## src/rtl/deal_sched_if.sv

```systemverilog
// Card-dealing handshake bundle between the two card requesters and the
// dealing controller. The master side offers cards; the slave side is the
// controller, which grants, forwards and reports.
interface deal_sched_if;
   logic       req1;
   logic [3:0] card1;
   logic       req2;
   logic [3:0] card2;
   logic       gnt1;
   logic       gnt2;
   logic       in_valid1;
   logic [3:0] user1;
   logic       in_valid2;
   logic [3:0] user2;
   logic       rpt_valid;
   logic       rpt_user;
   logic       win_valid;
   logic       deck_reset;
   logic       err;
   logic [2:0] round_cnt;

   modport master (
      output req1, card1, req2, card2,
      input  gnt1, gnt2, in_valid1, user1, in_valid2, user2,
      input  rpt_valid, rpt_user, win_valid, deck_reset, err, round_cnt
   );

   modport slave (
      input  req1, card1, req2, card2,
      output gnt1, gnt2, in_valid1, user1, in_valid2, user2,
      output rpt_valid, rpt_user, win_valid, deck_reset, err, round_cnt
   );
endinterface

```

## src/rtl/deal_sched.sv

```systemverilog
// Dealing controller: user1 takes CARDS_PER_USER cards, then user2, then a
// one-cycle WRAP that flags the winner point and counts rounds. Every card is
// checked against a per-rank copy counter so a deck never yields more than
// RANK_COPIES of any rank; the deck reloads every ROUNDS_PER_DECK rounds.
module deal_sched #(
   parameter int CARDS_PER_USER  = 5,
   parameter int ROUNDS_PER_DECK = 5,
   parameter int RANK_COPIES     = 4
) (
   input logic         clk1,
   input logic         rst_n,
   deal_sched_if.slave bus
);

   localparam int NUM_RANKS = 13;

   typedef enum logic [1:0] {U1, U2, WRAP} state_t;

   state_t     state;
   logic [2:0] card_idx;
   logic [2:0] rank_cnt [NUM_RANKS];

   logic       xfer;
   logic [3:0] card;
   logic       legal;
   logic       take;
   logic       last;
   logic       rpt_pt;
   logic       reload;

   // Grants follow the state; held low while reset is asserted so every
   // output reads 0 during reset and gnt1 appears as soon as it is released.
   assign bus.gnt1 = rst_n && (state == U1);
   assign bus.gnt2 = rst_n && (state == U2);

   // Only the granted requester can transfer; the other request is ignored.
   assign xfer   = ((state == U1) && bus.req1) || ((state == U2) && bus.req2);
   assign card   = (state == U2) ? bus.card2 : bus.card1;
   assign take   = xfer && legal;
   assign last   = (card_idx == 3'(CARDS_PER_USER - 1));
   assign rpt_pt = (card_idx == 3'd2) || (card_idx == 3'd3);
   assign reload = (state == WRAP) && (bus.round_cnt == 3'(ROUNDS_PER_DECK - 1));

   // Card is legal only for ranks 1..13 with at least one copy left; ranks
   // 0, 14 and 15 match no counter and therefore come out illegal.
   always_comb begin
      legal = 1'b0;
      for (int r = 0; r < NUM_RANKS; r++)
         if ((card == 4'(r + 1)) && (rank_cnt[r] != 3'd0))
            legal = 1'b1;
   end

   // One copy counter per rank: reload on deck change, decrement on accept.
   for (genvar r = 0; r < NUM_RANKS; r++) begin : g_rank
      always_ff @(posedge clk1 or negedge rst_n) begin
         if (!rst_n)
            rank_cnt[r] <= 3'(RANK_COPIES);
         else if (reload)
            rank_cnt[r] <= 3'(RANK_COPIES);
         else if (take && (card == 4'(r + 1)))
            rank_cnt[r] <= rank_cnt[r] - 3'd1;
      end
   end

   // Round FSM with registered single-cycle strobes and forwarded cards.
   always_ff @(posedge clk1 or negedge rst_n) begin
      if (!rst_n) begin
         state          <= U1;
         card_idx       <= 3'd0;
         bus.round_cnt  <= 3'd0;
         bus.in_valid1  <= 1'b0;
         bus.user1      <= 4'd0;
         bus.in_valid2  <= 1'b0;
         bus.user2      <= 4'd0;
         bus.rpt_valid  <= 1'b0;
         bus.rpt_user   <= 1'b0;
         bus.win_valid  <= 1'b0;
         bus.deck_reset <= 1'b0;
         bus.err        <= 1'b0;
      end else begin
         bus.in_valid1  <= 1'b0;
         bus.user1      <= 4'd0;
         bus.in_valid2  <= 1'b0;
         bus.user2      <= 4'd0;
         bus.rpt_valid  <= 1'b0;
         bus.rpt_user   <= 1'b0;
         bus.win_valid  <= 1'b0;
         bus.deck_reset <= 1'b0;
         bus.err        <= 1'b0;
         case (state)
            U1, U2: begin
               if (xfer) begin
                  if (legal) begin
                     if (state == U1) begin
                        bus.in_valid1 <= 1'b1;
                        bus.user1     <= card;
                     end else begin
                        bus.in_valid2 <= 1'b1;
                        bus.user2     <= card;
                     end
                     bus.rpt_valid <= rpt_pt;
                     bus.rpt_user  <= rpt_pt && (state == U2);
                     card_idx      <= last ? 3'd0 : card_idx + 3'd1;
                     if (last)
                        state <= (state == U1) ? U2 : WRAP;
                  end else begin
                     // Rejected card: no progress, just flag it.
                     bus.err <= 1'b1;
                  end
               end
            end
            WRAP: begin
               bus.win_valid <= 1'b1;
               if (reload) begin
                  bus.round_cnt  <= 3'd0;
                  bus.deck_reset <= 1'b1;
               end else begin
                  bus.round_cnt <= bus.round_cnt + 3'd1;
               end
               state <= U1;
            end
            default: state <= U1;
         endcase
      end
   end

endmodule

```

## src/flat_wrapper.sv

```systemverilog
// flat-port wrapper written by rule: the top's interface ports become plain ports
module deal_sched_flat 
#(
   parameter int CARDS_PER_USER  = 5,
   parameter int ROUNDS_PER_DECK = 5,
   parameter int RANK_COPIES     = 4
)
  (clk1, rst_n, bus_req1, bus_card1, bus_req2, bus_card2, bus_gnt1, bus_gnt2, bus_in_valid1, bus_user1, bus_in_valid2, bus_user2, bus_rpt_valid, bus_rpt_user, bus_win_valid, bus_deck_reset, bus_err, bus_round_cnt);
  deal_sched_if bus_i ();
  input logic clk1;
  input logic rst_n;
  input wire logic [$bits(bus_i.req1)-1:0] bus_req1;
  input wire logic [$bits(bus_i.card1)-1:0] bus_card1;
  input wire logic [$bits(bus_i.req2)-1:0] bus_req2;
  input wire logic [$bits(bus_i.card2)-1:0] bus_card2;
  output wire logic [$bits(bus_i.gnt1)-1:0] bus_gnt1;
  output wire logic [$bits(bus_i.gnt2)-1:0] bus_gnt2;
  output wire logic [$bits(bus_i.in_valid1)-1:0] bus_in_valid1;
  output wire logic [$bits(bus_i.user1)-1:0] bus_user1;
  output wire logic [$bits(bus_i.in_valid2)-1:0] bus_in_valid2;
  output wire logic [$bits(bus_i.user2)-1:0] bus_user2;
  output wire logic [$bits(bus_i.rpt_valid)-1:0] bus_rpt_valid;
  output wire logic [$bits(bus_i.rpt_user)-1:0] bus_rpt_user;
  output wire logic [$bits(bus_i.win_valid)-1:0] bus_win_valid;
  output wire logic [$bits(bus_i.deck_reset)-1:0] bus_deck_reset;
  output wire logic [$bits(bus_i.err)-1:0] bus_err;
  output wire logic [$bits(bus_i.round_cnt)-1:0] bus_round_cnt;
  assign bus_i.req1 = bus_req1;
  assign bus_i.card1 = bus_card1;
  assign bus_i.req2 = bus_req2;
  assign bus_i.card2 = bus_card2;
  assign bus_gnt1 = bus_i.gnt1;
  assign bus_gnt2 = bus_i.gnt2;
  assign bus_in_valid1 = bus_i.in_valid1;
  assign bus_user1 = bus_i.user1;
  assign bus_in_valid2 = bus_i.in_valid2;
  assign bus_user2 = bus_i.user2;
  assign bus_rpt_valid = bus_i.rpt_valid;
  assign bus_rpt_user = bus_i.rpt_user;
  assign bus_win_valid = bus_i.win_valid;
  assign bus_deck_reset = bus_i.deck_reset;
  assign bus_err = bus_i.err;
  assign bus_round_cnt = bus_i.round_cnt;
  deal_sched #(.CARDS_PER_USER(CARDS_PER_USER), .ROUNDS_PER_DECK(ROUNDS_PER_DECK), .RANK_COPIES(RANK_COPIES)) u_core (.clk1(clk1), .rst_n(rst_n), .bus(bus_i));
endmodule
```

## config.mk

```make
export PLATFORM = sky130hd
export DESIGN_NAME = deal_sched_flat
export DESIGN_NICKNAME = d
export VERILOG_FILES = /design/src/rtl/deal_sched_if.sv /design/src/rtl/deal_sched.sv /design/src/flat_wrapper.sv
export SDC_FILE = /design/constraint.sdc
export NUM_CORES = 1
export LEC_CHECK = 0
export BUFFER_PORTS_ARGS = -buffer_cell sky130_fd_sc_hd__buf_4
export CAP_MARGIN = 30
export CORE_MARGIN = 1
export CORE_UTILIZATION = 40
export CTS_CLUSTER_DIAMETER = 100
export DETAILED_ROUTE_END_ITERATION = 12
export REMOVE_ABC_BUFFERS = 1
export SYNTH_ARGS = -nofsm -noshare
export SYNTH_HDL_FRONTEND = slang
export SYNTH_SLANG_ARGS = --single-unit
```

## constraint.sdc

```tcl
create_clock -name clk1 -period 2.63 [get_ports clk1]
set_input_delay 0.263 -clock clk1 [delete_from_list [all_inputs] [get_ports clk1]]
set_output_delay 0.263 -clock clk1 [all_outputs]
set_load 0.05 [all_outputs]
```

# Yosys cells after proc, flatten, opt, wreduce, memory -nomap -nowiden
# Index checks and enable logic that the tools add are counted.
# totals
ff_bits	62
latchBits	0
ram_bits	0
mem_bits_ro	0
inputBits	12
output_inout_bits	20
elab_cells	202
n_memories	0
# op_classes
add_sub_neg	15
n_mul	0
n_div	0
magnitude_cmp	0
eq_ne	22
shift	0
n_mux	75
bitwise_logic	0
reduce_logical	65
# op_table
operator	n
two-way mux 3 bit	28
nonzero test 3 bit	13
subtractor 3 x 1 -> 3 bit (second input constant)	13
two-way mux 4 bit	9
logical AND 1 bit	33
two-way mux 1 bit	33
nonzero test 2 bit	13
equality test 4 bit (second input constant)	6
equality test 4 x 3 -> 1 bit (second input constant)	4
two-way mux 2 bit	5
equality test 4 x 2 -> 1 bit (second input constant)	2
adder 3 x 1 -> 3 bit (second input constant)	2
equality test 3 x 2 -> 1 bit (second input constant)	2
equality test 3 bit (second input constant)	2
inequality test 2 x 1 -> 1 bit (second input constant)	3
AND reduction 3 bit	2
equality test 4 x 1 -> 1 bit (second input constant)	1
equality test 2 x 1 -> 1 bit (second input constant)	1
equality test 2 bit (second input constant)	1
logical NOT 2 bit	1
logical OR 1 bit	2
OR reduction 2 bit	1

# Longest topological paths before layout
# logic_depth
ltp_word	21
mapped_depth	10
depth_no_buf	8

# Worst setup path before layout
# Ideal clock, no wire load.
# synth_timing
kind	reg-to-reg
start	reg u_core.state[1]
end	reg u_core.card_idx[0]
setup_time_ns	0.125
arrival_ns	2.006
path_slack_ns	0.499
path_stages_with_launch	11
n_path_buf	3
path_cell_list	dfrtp_1 -> nand2b_1 -> buf_6 -> buf_6 -> a31oi_2 -> o22ai_1 -> o21bai_2 -> nand4b_4 -> and2_4 -> buf_6 -> mux2_4
# synth_between
elab_chain_len	18
elab_cells_between_ends	47
classes_between	14 x eq/ne; 14 x mux; 19 x reduce/logical
# synth_lines
item	line	rtl
from (decl)	deal_sched.sv:19	state_t state;
from (signal assigned)	deal_sched.sv:105	state <= (state == U1) ? U2 : WRAP;
equality test 2 x 1 -> 1 bit	deal_sched.sv:37, deal_sched.sv:38, deal_sched.sv:90	
two-way mux 4 bit	deal_sched.sv:38	assign card = (state == U2) ? bus.card2 : bus.card1;
equality test 4 x 1 -> 1 bit	deal_sched.sv:49	if ((card == 4'(r + 1)) && (rank_cnt[r] != 3'd0))
logical AND 1 bit	deal_sched.sv:49	
two-way mux 1 bit (13 in a row)	deal_sched.sv:49	
AND reduction 3 bit (no source line) (*)	-	
to (signal assigned)	deal_sched.sv:103	card_idx <= last ? 3'd0 : card_idx + 3'd1;
to (decl)	deal_sched.sv:20	logic [2:0] card_idx;
# Mark *: on every way between the ends. The rest lies on a longest branch, timed or not.
# A chain may end at the register's enable or synchronous reset.

# Final worst setup path
# layout_timing
start	reg u_core.state[0]
end	reg u_core.card_idx[0]
# The elaborated chain is that of the path after synthesis.

==> flow_metrics.py <==
metrics = {
    "floorplan": {
        "core.rowCount": 33,
        "io_pins": 32,
        "core_area_sq_mm": 0.008258,
        "fp.dieW_um": 94.48,
        "die_h_um": 94.48,
        "initial_core_util_pct": 41.42,
        "dieArea_sq_mm": 0.008926,
    },
    "clock_tree": {
        "cts-htree-levels": 3,
        "cts_tree": "built",
        "cts_sinks": 62,
        "cts_resized": 0,
        "post_cts_buffers": 0,
        "clkLatencyLatePin_ns": 0.33,
        "path_clk_slew_ns": 0.07,
        "clockBufferDepth": 2,
        "root_buffer": "clkbuf_8",
        "cts_made_buffers": 9,
        "hold_buffers": 0,
    },
    "power_and_ir_drop": {
        "power_density_mw_per_mm2": 952.9,
        "p_leak_nw": 2.479,
        "vdd_drop_max_v": 0.0003063,
    },
    "timing": {
        "slew_viol_final": 0,
        "timing_hold_violations_final": 0,
        "setup_viol": 0,
        "rsz0062_at_grt": "false",
        "slew_headroom_pct": 48.72,
        "fmax_mhz": 422.8,
        "finClkSkew_ns": 0.004703,
        "period_share_pct": 89.94,
        "tightest_slew_ns": 0.7692,
        "finalCriticalPeriod_ns": 2.365,
        "tns_ns": 0,
        "timing.final.ws_setup_ns": 0.2646,
    },
    "synthesis": {
        "syn_area_per_cell_sq_um": 10.03,
        "syn_inst": 341,
        "synthMostInstantiatedCell": "inv_1",
        "netlist-cell-type-count": 35,
        "synthTopCellsByArea": "dfrtp_1 (36%), ha_1 (12%), mux2i_1 (10%)",
        "synth_edf_count": 0,
        "synth-async-reset-ratio_pct": 100.0,
        "yosys_warnings": 0,
        "yosysTopAreaCell": "dfrtp_1",
        "ys_seq_area_share_pct": 45.83,
        "synth.top_cell.area_share_pct": 35.84,
        "ys_ff_latch": 62,
        "netlist_area_sq_mm": 0.003421,
        "ys.flop_type": "dfrtp_1",
        "synth_common_cells": "inv_1 (51), dfrtp_1 (49), nand2_1 (42)",
    },
    "placement": {
        "hpwl_um": 4778,
        "dp_slack_ns": 0.2169,
        "portBuffers": 31,
        "dpl_cell_area_sq_mm": 0.003790,
        "place.gp.congestion": 0.8119,
        "placed_cells": 476,
    },
    "routing": {
        "wl_per_cell_um": 13.29,
        "drt_wl_total_um": 6554,
        "drtIter0Drc": 71,
        "ant_nets": 0,
        "viasPerCell": 5.002,
        "num_vias": 2466,
        "drc": 0,
        "drt_pre_antenna_iters": 4,
    },
    "status": {
        "status": "complete, no violations",
    },
    "flow_run": {
        "cap_violations": 0,
    },
    "critical_path": {
        "rr_endpoint": "u_core.card_idx[0]",
        "critPathKind": "flip-flop to flip-flop",
        "startpoint_type": "flip-flop",
        "critPathBufInv": 1,
        "cp-end-kind": "flip-flop",
        "cp_cell_sequence": "buf_4 -> nor4b_1 -> a31oi_1 -> o22a_1 -> o22ai_1 -> nand4b_4 -> and2_4 -> mux2_4",
        "critPathRequiredTime_ns": 2.85,
        "cp.depth": 8,
        "slowest_stage": "a31oi_1",
        "arrival_ns": 2.59,
        "crit_fanout": 20,
        "r2r-start": "u_core.state[0]",
        "r2r_slack_ns": 0.26,
        "slowest_delay_ns": 0.42,
        "crit_family": "compound AO/OA/AOI/OAI gates",
        "rr_worst_depth": 8,
    },
    "final_layout": {
        "drive_gt1_share_pct": 21.13,
        "stdcell_area_sq_mm": 0.003976,
        "fin_util_pct": 48.15,
        "finalNonFillerCells": 493,
        "area_delta_synth_final_pct": 16.24,
        "nets": 428,
        "antennaDiodeCount": 0,
    },
    "grt": {
        "grt_pass1_vias": 2399,
        "overflow": 0,
        "grt_start_max_net_pins": 63,
        "antenna_found_initial": 0,
        "grt_pass1_wl_um": 11210,
        "grt_use_total_pct": 16.19,
    },
    "hold_path": {
        "hold_class": "input port to async pin",
    },
}
## per-stage QoR
step                      hold WS, ns  power [mW]
after detailed placement       0.4661       3.046
after CTS                      0.1262       3.766
final                          0.1020       3.789
after floorplan              -0.03259       2.545
after global routing           0.1665       4.104
after global placement         0.4577       2.978
## power breakdown
part           total, mW  internal [mW]  switching [mW]  leakage (nW)
registers           1.41           1.25           0.163         0.712
logic               1.67          0.694           0.972          1.68
clock network      0.712          0.360           0.351        0.0833
## state kept, by name (all words and copies together) (netlist names), 2 cells and up
| register | flops |
|---|---|
| u_core.rank_cnt | 39 |
| u_core.bus.round_cnt | 3 |
| u_core.bus.user2 | 4 |
| u_core.state | 2 |
| u_core.bus.user1 | 4 |
| u_core.card_idx | 3 |
## cell usage in the layout (no fill, tap or decap), types with 2 or more instances in the layout
master    count
a31oi_1      14
a21oi_1       4
nand2_1      42
mux2_4        3
o21ai_0       4
nor3_1        9
nor2_1       25
clkinv_2      2
nand3_1       8
nor4bb_1      3
ha_1         32
clkbuf_8     10
nor4b_1       2
dfrtp_1      49
clkbuf_1      3
o22ai_1       4
o22a_1        2
nand2b_1      2
dfstp_2      13
mux2i_1      35
and3_1       12
inv_1        51
nand4_1       2
mux2_2        2
buf_4        44
## routing by layer
| metal | part of all wire [%] | vias to the layer above | track usage, % |
|---|---|---|---|
| li1 | - | 1235 | - |
| met1 | 48 | 1172 | 21.18 |
| met2 | 47 | 47 | 25.97 |
| met3 | 3.9 | 12 | 3.140 |
| met4 | 2.1 | 0 | 7.197 |
| met5 | 0 | - | 0 |
## final cells by class
type / count / area (sq um)
clock buffers: 13 / 148.9
repair buffers: 45 / 350.3
fillers: 776 / 4282
multi-input cells: 215 / 1577
clock inverters: 2 / 10.01
inverters: 51 / 191.4
flip-flops and latches: 62 / 1568
well taps: 105 / 131.4
## worst max-delay path by stage
| stage | from | end | slack (ns) |
|---|---|---|---|
| floorplan | u_core.state[0] | u_core.card_idx[0] | 0.02 |
| global placement | u_core.state[0] | u_core.card_idx[1] | 0.23 |
| detailed placement | u_core.state[0] | u_core.card_idx[0] | 0.22 |
| CTS | u_core.state[0] | u_core.card_idx[0] | 0.21 |
| global route | u_core.state[1] | u_core.rank_cnt[14] | 0.08 |
| finish | u_core.state[0] | u_core.card_idx[0] | 0.26 |
## logic make-up after synthesis
kind of cell / after synthesis / synth area share [%]
and+or+nand+nor: 111 / 15.98
buffers and inverters: 64 / 8.083
DFF: 62 / 45.83
muxes: 40 / 12.22
AOI/OAI and AO/OA: 32 / 6.181
adders and majority gates: 32 / 11.70
Note: power is estimated with default switching activity, not from simulation.
